===== src/rtl/multicycle_ctrl_fsm_pkg.sv =====
// Shared encodings for the multicycle control unit: state codes and the
// ALU operand/operation and PC-source mux selects.
package multicycle_ctrl_fsm_pkg;

   typedef enum logic [3:0] {
      FETCH     = 4'd0,
      DECODE    = 4'd1,
      MEM_ADDR  = 4'd2,
      LW_RD     = 4'd3,
      LW_WB     = 4'd4,
      SW_WR     = 4'd5,
      R_EXEC    = 4'd6,
      R_WB      = 4'd7,
      BRANCH    = 4'd8,
      JUMP      = 4'd9,
      ADDI_EXEC = 4'd10,
      ADDI_WB   = 4'd11,
      EXC       = 4'd12
   } ctrlState_t;

   localparam logic [1:0] ALUOP_ADD   = 2'd0;
   localparam logic [1:0] ALUOP_SUB   = 2'd1;
   localparam logic [1:0] ALUOP_FUNCT = 2'd2;
   localparam logic [1:0] ALUOP_EPC   = 2'd3;

   localparam logic [1:0] SRCB_REG    = 2'd0;
   localparam logic [1:0] SRCB_FOUR   = 2'd1;
   localparam logic [1:0] SRCB_IMM    = 2'd2;
   localparam logic [1:0] SRCB_IMMSH  = 2'd3;

   localparam logic [1:0] PCSRC_ALU    = 2'd0;
   localparam logic [1:0] PCSRC_ALUOUT = 2'd1;
   localparam logic [1:0] PCSRC_JUMP   = 2'd2;
   localparam logic [1:0] PCSRC_EXC    = 2'd3;

   localparam logic CAUSE_UNDEF = 1'b0;
   localparam logic CAUSE_OVFL  = 1'b1;

endpackage


===== src/rtl/multicycle_ctrl_fsm_opdecode.sv =====
// Combinational opcode classifier; exactly one output is high for any opcode.
module multicycle_ctrl_fsm_opdecode #(
   parameter int OP_W     = 6,
   parameter int OP_RTYPE = 0,
   parameter int OP_J     = 2,
   parameter int OP_BEQ   = 4,
   parameter int OP_ADDI  = 8,
   parameter int OP_LW    = 35,
   parameter int OP_SW    = 43
) (
   input  logic [OP_W-1:0] op,
   output logic            isR,
   output logic            isJ,
   output logic            isBeq,
   output logic            isAddi,
   output logic            isLw,
   output logic            isSw,
   output logic            illegal
);

   localparam logic [OP_W-1:0] OPC_R    = OP_W'(OP_RTYPE);
   localparam logic [OP_W-1:0] OPC_J    = OP_W'(OP_J);
   localparam logic [OP_W-1:0] OPC_BEQ  = OP_W'(OP_BEQ);
   localparam logic [OP_W-1:0] OPC_ADDI = OP_W'(OP_ADDI);
   localparam logic [OP_W-1:0] OPC_LW   = OP_W'(OP_LW);
   localparam logic [OP_W-1:0] OPC_SW   = OP_W'(OP_SW);

   assign isR     = (op == OPC_R);
   assign isJ     = (op == OPC_J);
   assign isBeq   = (op == OPC_BEQ);
   assign isAddi  = (op == OPC_ADDI);
   assign isLw    = (op == OPC_LW);
   assign isSw    = (op == OPC_SW);
   assign illegal = ~(isR | isJ | isBeq | isAddi | isLw | isSw);

endmodule


===== src/rtl/multicycle_ctrl_fsm.sv =====
// Multicycle control FSM: sequences FETCH/DECODE/EXEC/MEM/WB, waits on memory
// and vectors to the exception handler on overflow or undefined opcode.
module multicycle_ctrl_fsm
   import multicycle_ctrl_fsm_pkg::*;
#(
   parameter int OP_W     = 6,
   parameter int STATE_W  = 4,
   parameter int OP_RTYPE = 0,
   parameter int OP_J     = 2,
   parameter int OP_BEQ   = 4,
   parameter int OP_ADDI  = 8,
   parameter int OP_LW    = 35,
   parameter int OP_SW    = 43,
   parameter int MEM_HS   = 1
) (
   input  logic               CLK,
   input  logic               Reset,
   input  logic [OP_W-1:0]    op,
   input  logic               ovfl,
   input  logic               mem_ready,
   output logic               PCWrite,
   output logic               PCWriteCond,
   output logic               IorD,
   output logic               MemRead,
   output logic               MemWrite,
   output logic               IRWrite,
   output logic               RegDst,
   output logic               MemtoReg,
   output logic               RegWrite,
   output logic               ALUSrcA,
   output logic [1:0]         ALUSrcB,
   output logic [1:0]         ALUOp,
   output logic [1:0]         PCSource,
   output logic               EPCWrite,
   output logic               CauseWrite,
   output logic               IntCause,
   output logic [STATE_W-1:0] current_state,
   output logic [STATE_W-1:0] next_state
);

   ctrlState_t state;
   ctrlState_t nextState;
   logic       intCauseQ;
   logic       causeLoad;
   logic       causeNext;
   logic       memRdy;
   logic       isR, isJ, isBeq, isAddi, isLw, isSw, illegal;

   multicycle_ctrl_fsm_opdecode #(
      .OP_W    (OP_W),
      .OP_RTYPE(OP_RTYPE),
      .OP_J    (OP_J),
      .OP_BEQ  (OP_BEQ),
      .OP_ADDI (OP_ADDI),
      .OP_LW   (OP_LW),
      .OP_SW   (OP_SW)
   ) uOpDecode (
      .op     (op),
      .isR    (isR),
      .isJ    (isJ),
      .isBeq  (isBeq),
      .isAddi (isAddi),
      .isLw   (isLw),
      .isSw   (isSw),
      .illegal(illegal)
   );

   assign memRdy = (MEM_HS == 0) ? 1'b1 : mem_ready;

   always_ff @(posedge CLK or posedge Reset) begin
      if (Reset) begin
         state     <= FETCH;
         intCauseQ <= CAUSE_UNDEF;
      end else begin
         state <= nextState;
         if (causeLoad)
            intCauseQ <= causeNext;
      end
   end

   // Outputs are forced low while Reset is held so a stalled strobe drops at once.
   always_comb begin
      nextState   = FETCH;
      causeLoad   = 1'b0;
      causeNext   = intCauseQ;
      PCWrite     = 1'b0;
      PCWriteCond = 1'b0;
      IorD        = 1'b0;
      MemRead     = 1'b0;
      MemWrite    = 1'b0;
      IRWrite     = 1'b0;
      RegDst      = 1'b0;
      MemtoReg    = 1'b0;
      RegWrite    = 1'b0;
      ALUSrcA     = 1'b0;
      ALUSrcB     = SRCB_REG;
      ALUOp       = ALUOP_ADD;
      PCSource    = PCSRC_ALU;
      EPCWrite    = 1'b0;
      CauseWrite  = 1'b0;
      if (!Reset) begin
         case (state)
            FETCH: begin
               MemRead   = 1'b1;
               ALUSrcB   = SRCB_FOUR;
               IRWrite   = memRdy;
               PCWrite   = memRdy;
               nextState = memRdy ? DECODE : FETCH;
            end
            DECODE: begin
               ALUSrcB = SRCB_IMMSH;
               if (illegal) begin
                  nextState = EXC;
                  causeLoad = 1'b1;
                  causeNext = CAUSE_UNDEF;
               end
               else if (isR)    nextState = R_EXEC;
               else if (isJ)    nextState = JUMP;
               else if (isBeq)  nextState = BRANCH;
               else if (isAddi) nextState = ADDI_EXEC;
               else             nextState = MEM_ADDR;
            end
            MEM_ADDR: begin
               ALUSrcA = 1'b1;
               ALUSrcB = SRCB_IMM;
               if (isLw)      nextState = LW_RD;
               else if (isSw) nextState = SW_WR;
               else           nextState = FETCH;
            end
            LW_RD: begin
               MemRead   = 1'b1;
               IorD      = 1'b1;
               nextState = memRdy ? LW_WB : LW_RD;
            end
            LW_WB: begin
               RegWrite = 1'b1;
               MemtoReg = 1'b1;
            end
            SW_WR: begin
               MemWrite  = 1'b1;
               IorD      = 1'b1;
               nextState = memRdy ? FETCH : SW_WR;
            end
            R_EXEC: begin
               ALUSrcA = 1'b1;
               ALUOp   = ALUOP_FUNCT;
               if (ovfl) begin
                  nextState = EXC;
                  causeLoad = 1'b1;
                  causeNext = CAUSE_OVFL;
               end else begin
                  nextState = R_WB;
               end
            end
            R_WB: begin
               RegWrite = 1'b1;
               RegDst   = 1'b1;
            end
            ADDI_EXEC: begin
               ALUSrcA = 1'b1;
               ALUSrcB = SRCB_IMM;
               if (ovfl) begin
                  nextState = EXC;
                  causeLoad = 1'b1;
                  causeNext = CAUSE_OVFL;
               end else begin
                  nextState = ADDI_WB;
               end
            end
            ADDI_WB: begin
               RegWrite = 1'b1;
            end
            BRANCH: begin
               ALUSrcA     = 1'b1;
               ALUOp       = ALUOP_SUB;
               PCWriteCond = 1'b1;
               PCSource    = PCSRC_ALUOUT;
            end
            JUMP: begin
               PCWrite  = 1'b1;
               PCSource = PCSRC_JUMP;
            end
            EXC: begin
               ALUSrcB    = SRCB_FOUR;
               ALUOp      = ALUOP_EPC;
               EPCWrite   = 1'b1;
               CauseWrite = 1'b1;
               PCWrite    = 1'b1;
               PCSource   = PCSRC_EXC;
            end
            default: nextState = FETCH;
         endcase
      end
   end

   assign IntCause      = intCauseQ;
   assign current_state = STATE_W'(state);
   assign next_state    = STATE_W'(nextState);

endmodule


===== config.mk =====
export PLATFORM = sky130hd
export DESIGN_NAME = multicycle_ctrl_fsm
export DESIGN_NICKNAME = d
export VERILOG_FILES = /design/src/rtl/multicycle_ctrl_fsm_pkg.sv /design/src/rtl/multicycle_ctrl_fsm_opdecode.sv /design/src/rtl/multicycle_ctrl_fsm.sv
export SDC_FILE = /design/constraint.sdc
export NUM_CORES = 1
export LEC_CHECK = 0
export CORE_AREA = 2 2 39 41
export CTS_CLUSTER_SIZE = 8
export DETAILED_ROUTE_END_ITERATION = 10
export DIE_AREA = 0 0 41 43
export DONT_BUFFER_PORTS = 1
export PLACE_DENSITY = 0.77
export SYNTH_ARGS = -nofsm -noshare
export SYNTH_HDL_FRONTEND = slang
export SYNTH_SLANG_ARGS = --single-unit

===== constraint.sdc =====
create_clock -name CLK -period 2.3 [get_ports CLK]
set_input_delay 0.46 -clock CLK [delete_from_list [all_inputs] [get_ports CLK]]
set_output_delay 0.46 -clock CLK [all_outputs]
set_load 0.01 [all_outputs]

* Yosys cells after proc, flatten, opt, wreduce, memory -nomap -nowiden
Cells that the tools add are included.
** Word-level totals
- Output and inout port bits :: 27
- Register bits :: 5
- Logic and storage cells :: 88
- Bits of input ports :: 10
** Cells by class
- Reduce and logical (&&, ||, !) cells :: 12
- Mux-type cells :: 49
- Bitwise operators :: 6
- Equality and inequality tests :: 19
** Operators with widths (number)
- $mux 4 :: 7
- $pmux 4 s7 :: 1
- $mux 1 :: 27
- $eq 4x4->1 const B :: 5
- $pmux 2 s3 :: 3
- $eq 4x3->1 const B :: 4
- $mux 3 :: 5
- $eq 6x6->1 const B :: 2
- $reduce_or 2->1 :: 6
- $eq 4x2->1 const B :: 2
- $eq 6x2->1 const B :: 1
- $eq 6x3->1 const B :: 1
- $eq 6x4->1 const B :: 1
- $logic_not 6->1 :: 1
- $mux 2 :: 3
- $pmux 1 s2 :: 3
- $or 1x1->1 :: 5
- $reduce_and 5->1 :: 1
- $eq 4x1->1 const B :: 1
- $logic_not 4->1 :: 1
- $reduce_or 4->1 :: 1
- $reduce_or 3->1 :: 1
- $ne 2x1->1 const B :: 1
- $ne 2x2->1 const B :: 1
- other kinds (2) :: 2

* Depth between registers and ports, before layout
- Depth in word-level cells :: 10
- Mapped depth :: 6
- Mapped depth without buffers :: 4

* By module
From an unflattened synthesis, not the netlist that was laid out.
** Second synthesis, totals
- Cells, all modules :: 104
- Area, all modules :: 750.7 µm²
** By module, submodules not included
- multicycle_ctrl_fsm :: times used 1, seq. area each 125.1 µm², cells an instance 91, area each 654.4 µm²
- multicycle_ctrl_fsm_opdecode :: times used 1, seq. area each 0.0 µm², cells an instance 13, area each 96.3 µm²

* Worst setup path before layout
No wires, ideal clock.
- Path type :: input to output
- Start point :: in op[2]
- End point :: out next_state[1]
- Required time :: 1.840 ns
- Arrival :: 1.675 ns
- Buffers on the path :: 1
- Stages :: 5
- Setup slack :: 0.165 ns
- Path through :: buf_6 or4_4 a31oi_4 o211ai_1 a21oi_1
** Between the ends
- Longest elaborated chain between the ends :: 9
- Elaborated cells between the ends (all ways) :: 18
- Those cells by class :: 5 x eq/ne; 7 x mux; 5 x bitwise; 1 x reduce/logical
** RTL lines
- start, declared :: line multicycle_ctrl_fsm.sv:18 : input logic [OP_W-1:0] op,
- $eq 6x2->1 / $logic_not 6->1 (equally long branches) :: line multicycle_ctrl_fsm_opdecode.sv:29, multicycle_ctrl_fsm_opdecode.sv:28
- $or 1x1->1 (5 in a row) :: line multicycle_ctrl_fsm_opdecode.sv:34 : assign illegal = ~(isR | isJ | isBeq | isAddi | isLw | isSw);
- $mux 4 :: line multicycle_ctrl_fsm.sv:112 : if (illegal) begin
- $pmux 4 s7 * :: line multicycle_ctrl_fsm.sv:102 : case (state)
- $mux 4 * :: line multicycle_ctrl_fsm.sv:101 : if (!Reset) begin
- end, declared :: line multicycle_ctrl_fsm.sv:38 : output logic [STATE_W-1:0] next_state
Mark *: on every way between the ends. The rest lies on a longest branch, timed or not.

* Final worst setup path
- Start point :: reg state[2], in the netlist current_state[2]
- End point :: out next_state[0]
** Between the ends
- Longest elaborated chain between the ends :: 3
- Elaborated cells between the ends (all ways) :: 9
- Those cells by class :: 6 x eq/ne; 2 x mux; 1 x reduce/logical
** RTL lines
- start, declared :: line multicycle_ctrl_fsm.sv:41 : ctrlState_t state;
- start signal, assigned :: line multicycle_ctrl_fsm.sv:75 : state <= nextState;
- $eq 4x4->1 (tied with other cells) :: line multicycle_ctrl_fsm.sv:102
- $pmux 4 s7 * :: line multicycle_ctrl_fsm.sv:102
- $mux 4 * :: line multicycle_ctrl_fsm.sv:101
Marks and branches as above.

==> run_results.csv <==
group,metric,value,unit
run_status,outcome,"finished, final reports clean",
placed_design,worst_slack_after_detailed_placement,191,ps
setup_path,critPathTopFamily,"simple AND/OR/NAND/NOR gates",
setup_path,critPathArrivalTime,1750,ps
routing,detail_route.first_pass.iterations,4,
power_and_ir_drop,clock_power_share,30.6,%
routing,drcViolationCount,0,
floorplan,floorplan.core_area,1380,um^2
cells_and_area,final-instance-count-excl-fill,119,
synth,nets_in_the_synthesized_netlist,114,
power_and_ir_drop,cellInternalPower,214,uW
synth,yosys.area.top_type_share,16.3,%
setup_path,worst-path-max-fanout,8,
setup_path,highest_cell_delay_on_the_worst_timing_path,440,ps
power_and_ir_drop,power.share.combinational,39.4,%
synth,synth_sequential_area_ratio,16.3,%
synth,postSynthCellCount,104,
floorplan,top_level_ports,37,
synth,asr_flop_ratio_synth,100,%
cells_and_area,fin_area,868,um^2
cts,clkSinkCount,5,
timing,final.hold.worst_slack,42.1,ps
power_and_ir_drop,design_power_total,333,uW
synth,synth_edf_count,0,
global_route,grt.total_usage,23.4,%
global_route,grt_first_pass_wirelength,2900,um
placed_design,dp_hpwl,1480,um
cts,cts_tree,"yes",
setup_path,cp_cell_sequence,"or2_4 -> buf_4 -> nor3_1 -> a31oi_2 -> a31oi_2",
power_and_ir_drop,sw_frac_of_total,35.9,%
synth,ys_top_cells_by_area,"dfrtp_1 16%, nor3_1 5.9%, nand2b_1 5.7%",
routing,initialDrtViolationCount,23,
setup_path,critical_path.startpoint_type,"flop",
global_route,grt-ovfl-total,0,
placed_design,quantity_of_i_o_buffers_inserted_on_ports,0,
timing,period_minus_slack,2210,ps
setup_path,startpoint,"current_state[2]$_DFF_PP0_",
setup_path,crit_required,1840,ps
global_route,gr-usage-met3,8.38,%
cts,cts_buffer_depth,2,
timing,timing.slew.headroom,62.6,%
placed_design,numPlacedInstances,115,
timing,post_route_fraction_of_the_period_consumed_by_the_critical_path,96.2,%
timing,worst_clock_skew,4.47,ps
synth,netlist_area,769,um^2
power_and_ir_drop,cellLeakagePower,0.283,nW
cells_and_area,final_layout_size_suffix_gt1_share,34.0,%
synth,netlist-cell-type-count,45,
floorplan,fp.dieArea,1760,um^2
timing,setup_viol,0,
timing,max_freq,0.452,GHz
cells_and_area,areaGrowthSynthToFinish,12.8,%
synth,ys_ff_latch,5,
worst_hold_path,path_class_of_the_lowest_slack_min_delay_path,"in -> async",
power_and_ir_drop,switchingPower,120,uW
routing,wl,1950,um
floorplan,die_height,43,um
global_route,globalRouteMet2Util,37.5,%
floorplan,floorplan.initialDensity,55.6,%
synth,ys_warn_count,0,
routing,drt.antenna.violating_nets,0,
global_route,grt_max_degree,15,
routing,vias,798,
setup_path,cpMostUsedCell,"a31oi_2",
timing,tightest_slew,554,ps
timing,rsz_0062_raised_after_global_routing,"no",
timing,slew_violations,0,
floorplan,fp-row-count,14,
power_and_ir_drop,sequential_share_of_power,29.9,%
cts,h-tree-depth,1,
global_route,grt_use_met1,27.7,%
timing,final_hold_viol_count,0,
cts,clk_transition_reported_paths,40,ps
cts,cts_made_buffers,3,
cells_and_area,nNetsFinal,114,
cts,ctsRootBufferMaster,"clkbuf_4",
power_and_ir_drop,vdd_ir_drop_max,0.368,mV
setup_path,slowest_stage,"dfrtp_2",
flow_run,drv.max_cap_violation_count,0,
placed_design,placement.cell_area,773,um^2
global_route,busiest_metal_layer_after_global_routing,"met2",
global_route,first_global_vias,699,
global_route,antenna_found_initial,0,
cells_and_area,insertedDiodeCount,0,
synth,average_cell_area_after_synthesis,7.40,um^2
synth,yosysTopAreaCell,"dfrtp_1",
timing,setup_ws,86.6,ps
floorplan,chipWidth,41,um
placed_design,gpl.final_weighted_congestion,1.01,
routing,vias_per_cell,6.71,
setup_path,startpoint_to_endpoint_class_of_the_critical_path,"reg -> out",
power_and_ir_drop,power_density,384,nW/um^2
routing,wire_per_inst,16.4,um
setup_path,critical_path.n_buffers_inverters,1,
cts,clock_network_latency_to_the_later_pin_of_the_worst_skew_pair,240,ps
setup_path,reg2reg_from,"current_state[2]$_DFF_PP0_",
setup_path,critical_path.endpoint_type,"primary output",
synth,synth-main-ff-cell,"dfrtp_1",
flip-flops by register name, indices dropped and copies added (netlist names):
register / flops
IntCause: 1
current_state: 4
stage by stage:
step | util (%) | setup TNS (ps)
2_1_floorplan | - | 0
3_3_place_gp | 55.9 | 0
3_5_place_dp | 55.9 | 0
4_1_cts | 57.8 | -53.7
5_1_grt | 62.7 | 0
6_report | 62.7 | 0
worst paths after layout:
path / to / slack (ps) / cells past startpoint
max: next_state[0] / 90 / 5
min: current_state[1]$_DFF_PP0_ / 40 / 1
max reg2reg: current_state[0]$_DFF_PP0_ / 680 / 5
min reg2reg: IntCause$_DFFE_PP0P_ / 660 / 2
max in group asynchronous: current_state[0]$_DFF_PP0_ / 2020 / 1
min in group CLK: IntCause$_DFFE_PP0P_ / 440 / 2
kinds of logic (layout without fill, tap and decap cells):
| family | count (synthesis) | count (layout) | share of synthesized area (%) |
|---|---|---|---|
| AOI/OAI and AO/OA | 27 | 27 | 26.2 |
| xor gates and xnor gates | 4 | 4 | 4.55 |
| buffers and inverters | 14 | 13 | 9.92 |
| DFF | 5 | 5 | 16.3 |
| and+or+nand+nor | 54 | 54 | 43.1 |
cell type report:
cell class | instances | area (um^2)
tap | 16 | 20.0
fill | 119 | 515
sequential | 5 | 128
timing repair buffer | 7 | 52.6
multi-input combinational | 85 | 634
clock buffer | 4 | 26.3
inverter | 2 | 7.51
worst register-to-register path: stages, from the launching register on:
cell and delay, ps:
dfrtp_2 440, or2_4 280, buf_4 150, nor3_1 220, a31oi_2 170, a31oi_2 240
timing repair:
action	CTS	global route
buffers inserted	0	0
pin swaps	0	2
hold buffers	0	0
setup endpoints to repair	2	5
resized for setup	0	18
power groups by stage:
stage               registers [mW]  logic [mW]  clock network [mW]
floorplan                   0.0997       0.104                   0
detailed placement           0.100       0.117                   0
CTS                         0.0988       0.118               0.108
finish                      0.0998       0.131               0.102
global route                 0.100       0.144               0.116
global placement             0.100       0.116                   0
Yosys cell counts (2+ instances only):
library cell and n:
a31oi_1 4, inv_1 2, nor4_1 3, nor2_1 7
nor4b_1 2, buf_6 2, or3b_2 2, nand2b_1 7
a21boi_0 2, nor3_1 9, xnor2_1 3, o21ai_0 2
nor2b_1 3, a21oi_1 8, buf_2 4, clkbuf_1 3
buf_1 2, nand3_1 3, nand2_1 4, or4_4 2
dfrtp_1 5, or2_2 2
metal layers:
metal,share of wire [%],up-vias
li1,-,388
met1,41,379
met2,51,31
met3,7.8,0
met4,0,0
met5,0,-
cell usage in the layout, fill, tap and decap left out, types with 3 or more instances in the layout:
cell type  netlist  routed
a21oi_1          8       6
xnor2_1          3       3
nand2b_1         7       6
nor3_1           9       9
nor2b_1          3       3
nand2_1          4       4
dfrtp_1          5       3
clkbuf_4         0       3
nor2_1           7       5
nand3_1          3       3
buf_4            1       7
Note: power is estimated with default switching activity, not from simulation.
